**config.mk**
```make
export PLATFORM = sky130hd
export DESIGN_NAME = adder_arbiter
export DESIGN_NICKNAME = d
export VERILOG_FILES = /design/src/rtl/adder_arbiter.sv
export SDC_FILE = /design/constraint.sdc
export NUM_CORES = 1
export LEC_CHECK = 0
export BUFFER_PORTS_ARGS = -buffer_cell sky130_fd_sc_hd__buf_4
export CAP_MARGIN = 40
export CORE_MARGIN = 4
export CORE_UTILIZATION = 50
export CTS_CLUSTER_DIAMETER = 80
export DETAILED_ROUTE_END_ITERATION = 10
export MAX_ROUTING_LAYER = met4
export PLACE_DENSITY_LB_ADDON = 0.1
export SETUP_SLACK_MARGIN = 0.02
export SLEW_MARGIN = 20
export SYNTH_ARGS = -nofsm -noshare
export SYNTH_HDL_FRONTEND = slang
export SYNTH_SLANG_ARGS = --single-unit
```
**constraint.sdc**
```tcl
create_clock -name clock -period 4 [get_ports clock]
set_input_delay 0.8 -clock clock [delete_from_list [all_inputs] [get_ports clock]]
set_output_delay 0.8 -clock clock [all_outputs]
set_load 0.05 [all_outputs]
```
**src/rtl/adder_arbiter.sv**
```systemverilog
// -----------------------------------------------------------------------------
// adder_arbiter
//
// Shares one WIDTH-bit two's-complement add/subtract unit between four
// requesters using round-robin arbitration. An accepted request is captured
// on its grant edge, executed on the following edge and returned with the
// requester index and carry/overflow flags. One operation every two cycles.
//
// Ports:
//   clock        rising-edge clock
//   reset        asynchronous, active-high reset
//   req          per-requester request level, held until granted
//   req_sub      per-requester op select: 1 = a - b, 0 = a + b
//   req_a        operand a, requester i at [i*WIDTH +: WIDTH]
//   req_b        operand b, same packing
//   grant        one-hot, one-cycle pulse on the capture edge
//   busy         high while the accepted operation is in EXEC
//   result       sum/difference, held until the next result_valid
//   result_valid one-cycle pulse when result is updated
//   result_id    index of the requester owning result
//   carry        carry-out (add) / NOT borrow (sub)
//   overflow     signed overflow of the operation
// -----------------------------------------------------------------------------
module adder_arbiter #(
  parameter int WIDTH = 32
) (
  input  logic                 clock,
  input  logic                 reset,
  input  logic [3:0]           req,
  input  logic [3:0]           req_sub,
  input  logic [4*WIDTH-1:0]   req_a,
  input  logic [4*WIDTH-1:0]   req_b,
  output logic [3:0]           grant,
  output logic                 busy,
  output logic [WIDTH-1:0]     result,
  output logic                 result_valid,
  output logic [1:0]           result_id,
  output logic                 carry,
  output logic                 overflow
);

  typedef enum logic {IDLE, EXEC} state_t;

  state_t             state_q, state_d;
  logic [1:0]         rr_ptr_q, rr_ptr_d;
  logic [WIDTH-1:0]   op_a_q, op_a_d;
  logic [WIDTH-1:0]   op_b_q, op_b_d;
  logic               op_sub_q, op_sub_d;
  logic [1:0]         op_id_q, op_id_d;

  logic [3:0]         grant_d;
  logic               busy_d;
  logic [WIDTH-1:0]   result_d;
  logic               result_valid_d;
  logic [1:0]         result_id_d;
  logic               carry_d;
  logic               overflow_d;

  // Arbitration and datapath helpers
  logic               found;
  logic [1:0]         win;
  logic [1:0]         scan_idx;
  int                 win_base;
  logic [WIDTH-1:0]   b_eff;
  logic [WIDTH:0]     sum;

  always_comb begin
    // NOTE: every signal driven here gets a default first, so no path through
    // the case statement can infer a latch.
    state_d        = state_q;
    rr_ptr_d       = rr_ptr_q;
    op_a_d         = op_a_q;
    op_b_d         = op_b_q;
    op_sub_d       = op_sub_q;
    op_id_d        = op_id_q;
    grant_d        = '0;
    busy_d         = 1'b0;
    result_d       = result;
    result_valid_d = 1'b0;
    result_id_d    = result_id;
    carry_d        = carry;
    overflow_d     = overflow;

    // First set request scanning from rr_ptr upward, wrapping mod 4.
    found    = 1'b0;
    win      = rr_ptr_q;
    scan_idx = rr_ptr_q;
    for (int k = 0; k < 4; k++) begin
      scan_idx = rr_ptr_q + 2'(k);
      if (!found && req[scan_idx]) begin
        found = 1'b1;
        win   = scan_idx;
      end
    end
    win_base = int'(win) * WIDTH;

    // Subtraction is a + ~b + 1; the +1 enters as the carry-in.
    b_eff = op_sub_q ? ~op_b_q : op_b_q;
    sum   = {1'b0, op_a_q} + {1'b0, b_eff} + {{WIDTH{1'b0}}, op_sub_q};

    case (state_q)
      IDLE: begin
        if (found) begin
          op_a_d       = req_a[win_base +: WIDTH];
          op_b_d       = req_b[win_base +: WIDTH];
          op_sub_d     = req_sub[win];
          op_id_d      = win;
          grant_d[win] = 1'b1;
          busy_d       = 1'b1;
          rr_ptr_d     = win + 2'd1;
          state_d      = EXEC;
        end
      end
      EXEC: begin
        result_d       = sum[WIDTH-1:0];
        carry_d        = sum[WIDTH];
        // Same-sign inputs producing an opposite-sign result overflow.
        overflow_d     = (op_a_q[WIDTH-1] == b_eff[WIDTH-1]) &&
                         (sum[WIDTH-1] != op_a_q[WIDTH-1]);
        result_valid_d = 1'b1;
        result_id_d    = op_id_q;
        state_d        = IDLE;
      end
      default: state_d = IDLE;
    endcase
  end

  always_ff @(posedge clock or posedge reset) begin
    if (reset) begin
      state_q      <= IDLE;
      rr_ptr_q     <= '0;
      // NOTE: the operand registers are plain flops, not a memory, so they are
      // reset along with everything else and never carry X into the adder.
      op_a_q       <= '0;
      op_b_q       <= '0;
      op_sub_q     <= 1'b0;
      op_id_q      <= '0;
      grant        <= '0;
      busy         <= 1'b0;
      result       <= '0;
      result_valid <= 1'b0;
      result_id    <= '0;
      carry        <= 1'b0;
      overflow     <= 1'b0;
    end else begin
      // NOTE: non-blocking assignments so every register samples the values
      // present before the edge, independent of statement order.
      state_q      <= state_d;
      rr_ptr_q     <= rr_ptr_d;
      op_a_q       <= op_a_d;
      op_b_q       <= op_b_d;
      op_sub_q     <= op_sub_d;
      op_id_q      <= op_id_d;
      grant        <= grant_d;
      busy         <= busy_d;
      result       <= result_d;
      result_valid <= result_valid_d;
      result_id    <= result_id_d;
      carry        <= carry_d;
      overflow     <= overflow_d;
    end
  end

endmodule

```
==> results by group <==
Detailed routing
  – Initial DRC Count: about 530
  – DRT Pass-1 Iters: 5
  – Routed WL: around 24000 µm
  – Vias per std cell: 5.20
  – # DRC: 0
  – ANT nets after route: 0
  – Routed vias: between 8000 and 9000
  – Wirelength per Cell: 15.4 µm

CTS
  – Root buffer cell: clkbuf_16
  – Clk Latency, worst-skew pair: 0.35 ns
  – CTS tree: done
  – Clock slew at reported path FFs: about 0.07 ns
  – CTS Hold Bufs: 0
  – H-tree depth: 3
  – CTS max path bufs: 2
  – CTS Buf Count: 9
  – Clock sinks: roughly 110

Critical path
  – Crit path max fanout: 19
  – Worst EP required: between 4 and 5 ns
  – Worst reg2reg endpoint: result[31]
  – Reg-to-reg slack, setup: 0.35 ns
  – Crit start category: flop
  – Crit. End Element: flop
  – Worst R2R Start: op_sub_q
  – R2R cell count: 12
  – Arr. time, crit path: around 3.9 ns
  – CP Class: reg -> reg

Timing
  – Post-layout min period: roughly 3.6 ns
  – Slew HR: 0.618
  – Setup_tns: 0 ns
  – Final worst path period share: 0.912
  – Endpoints failing hold: 0
  – Layout Skew: between 0.003 and 0.004 ns
  – # setup viols final: 0
  – Fmax: ~270 MHz
  – Actual slew at the worst max-slew pin: ~0.57 ns
  – Unrepaired setup endpoints after global routing: no
  – Final Slew Violations: 0

Layout
  – Ant diodes: 0
  – Layout cells sized above 1: 0.275
  – Area Overhead vs Synth: 35.4%
  – Nets: approximately 1700
  – Final core utilization: 0.698

Min path
  – Hold Path Class: in -> async

Floorplan
  – IO Count: around 310
  – Initial core utilization: 0.516
  – Die area: ~18000 µm²
  – Die X: between 100 and 150 µm
  – Die H: around 130 µm
  – Placement Rows: 45
  – Core area: roughly 15000 µm²

Synthesis
  – Post-Syn Nets: around 1400
  – Most frequent cell after synthesis: nand2_1
  – Sequential element share of the synthesized area: 0.350
  – Most used DFF post-synth: dfrtp_1
  – Mapped Cells: approximately 1100
  – Synthesized cell area: 7930 µm²
  – Synth top cells by count: 424 x nand2_1, 146 x o21ai_0, 111 x dfrtp_1
  – EDFF count, synth: 0
  – Yosys cell types: 45
  – Synth async-reset ratio: 1.00
  – Synth Register Bits: between 100 and 150
  – Post-synth top area share: 0.350
  – Top cells by area, synth: dfrtp_1 35%, nand2_1 20%, o21ai_0 9.2%, ha_1 5.5%, nand3_1 4.8%
  – Most area-hungry cell type in the Yosys netlist: dfrtp_1
  – Syn avg cell area: slightly above 7 µm²
  – Yosys Warn Count: 0

Run status
  – Status: complete, no violations

Placement
  – GP Congestion: between 0.9 and 1
  – Hpwl dp: just under 20000 µm
  – Input/output buffers: between 300 and 400

Global routing
  – Largest net degree at the start of global routing: roughly 130
  – Overall Global Routing Usage: 0.272
  – Number of global-route vias before repair: 7764
  – Initial antenna violation count: 0
  – Overflow after GRT: 0
  – Global-route wire length before repair: about 38000 µm

Pwr
  – P per Cell Area: about 1000 nW/µm²
  – Pleak: around 5.5 nW
  – VDD IR max: 458 µV

Flow run
  – Max-capacitance violation count: 0
[final cells by class]
type / instances / area, µm²
repair buffers: 321 / 2450
fillers: 1371 / 4640
multi-input cells: 901 / 4850
clock buffers: 9 / 225
inverters: 19 / 76.3
clock inverters: 7 / 80.1
well taps: 211 / 264
flip-flops and latches: 111 / 2780
[cell usage in the layout (no fill, tap or decap), types with 3 or more instances in the layout]
cell,instances
nand2_1,423
buf_4,318
o21ai_0,146
dfrtp_1,109
nand3_1,76
xor2_1,42
a21oi_1,39
ha_1,35
mux2_2,26
nor2_1,23
xnor2_1,17
inv_1,15
a21o_1,10
clkbuf_16,9
and4_1,5
nand2b_1,5
and2_1,5
o21bai_1,4
o31ai_1,4
a31oi_1,4
clkinvlp_4,4
nor2b_1,3
o21a_1,3
a211oi_1,3
[worst max-delay path, stage by stage (launching register included)]
cell and delay (ns):
dfrtp_4 0.61, buf_4 0.33, xor2_1 0.18, ha_1 0.33, o21ai_0 0.25, o21ai_0 0.12
a21oi_1 0.20, o31ai_1 0.11, a211oi_2 0.43, a2bb2oi_2 0.17, a311oi_2 0.38, xnor2_1 0.12
mux2_2 0.27
[timing repair]
| action | 4_1_cts | 5_1_grt |
|---|---|---|
| buffers inserted | 0 | 0 |
| setup endpoints to repair | 0 | 2 |
| gates resized for setup | 0 | 1 |
[per-layer routing]
| layer | track usage | share of wire | vias to the layer above |
|---|---|---|---|
| li1 | - | - | 4190 |
| met1 | 0.372 | 0.45 | 3755 |
| met2 | 0.430 | 0.47 | 245 |
| met3 | 0.0469 | 0.063 | 27 |
| met4 | 0.0594 | 0.017 | 0 |
| met5 | - | 0 | - |
[sequential cells by signal, summed over array words and instances (netlist names)]
register	cells
carry	1
op_a_q	32
grant	4
op_b_q	32
busy	1
op_sub_q	1
result	32
rr_ptr_q	2
op_id_q	2
overflow	1
result_id	2
result_valid	1
[cells by family after synthesis]
family	synth area share
simple gates	0.279
compound gates	0.166
fa+ha+maj	0.0578
xor+xnor	0.0652
buf+inv	0.0421
mux	0.0395
flops	0.350
[metrics by stage]
stage	hold WS, ns	setup WS (ns)	power (mW)	instances	cell area [µm²]
3_3_place_gp	0.457	0.556	9.59	1562	10400
3_5_place_dp	0.469	0.404	9.79	1563	10400
6_report	0.436	0.353	10.8	1579	10700
2_1_floorplan	0.444	0.269	7.70	1099	7930
5_1_grt	0.453	0.0784	11.7	1579	10700
4_1_cts	0.441	0.345	10.7	1579	10700
[how the worst max path moves through the flow]
stage,start,end,slack [ns],cells after the start
finish,op_sub_q,result[31],0.35,12
global route,op_sub_q,overflow,0.08,12
CTS,op_sub_q,result[31],0.34,12
detailed placement,op_sub_q,result[31],0.40,12
global placement,op_sub_q,result[28],0.56,12
floorplan,reset,busy,0.27,1
[power breakdown]
| part | switching [mW] | internal (mW) |
|---|---|---|
| clock network | 0.417 | 0.492 |
| logic | 4.63 | 3.05 |
| registers | 0.450 | 1.72 |
| total | 5.50 | 5.27 |
No activity file was read; power rests on OpenSTA's default activity.
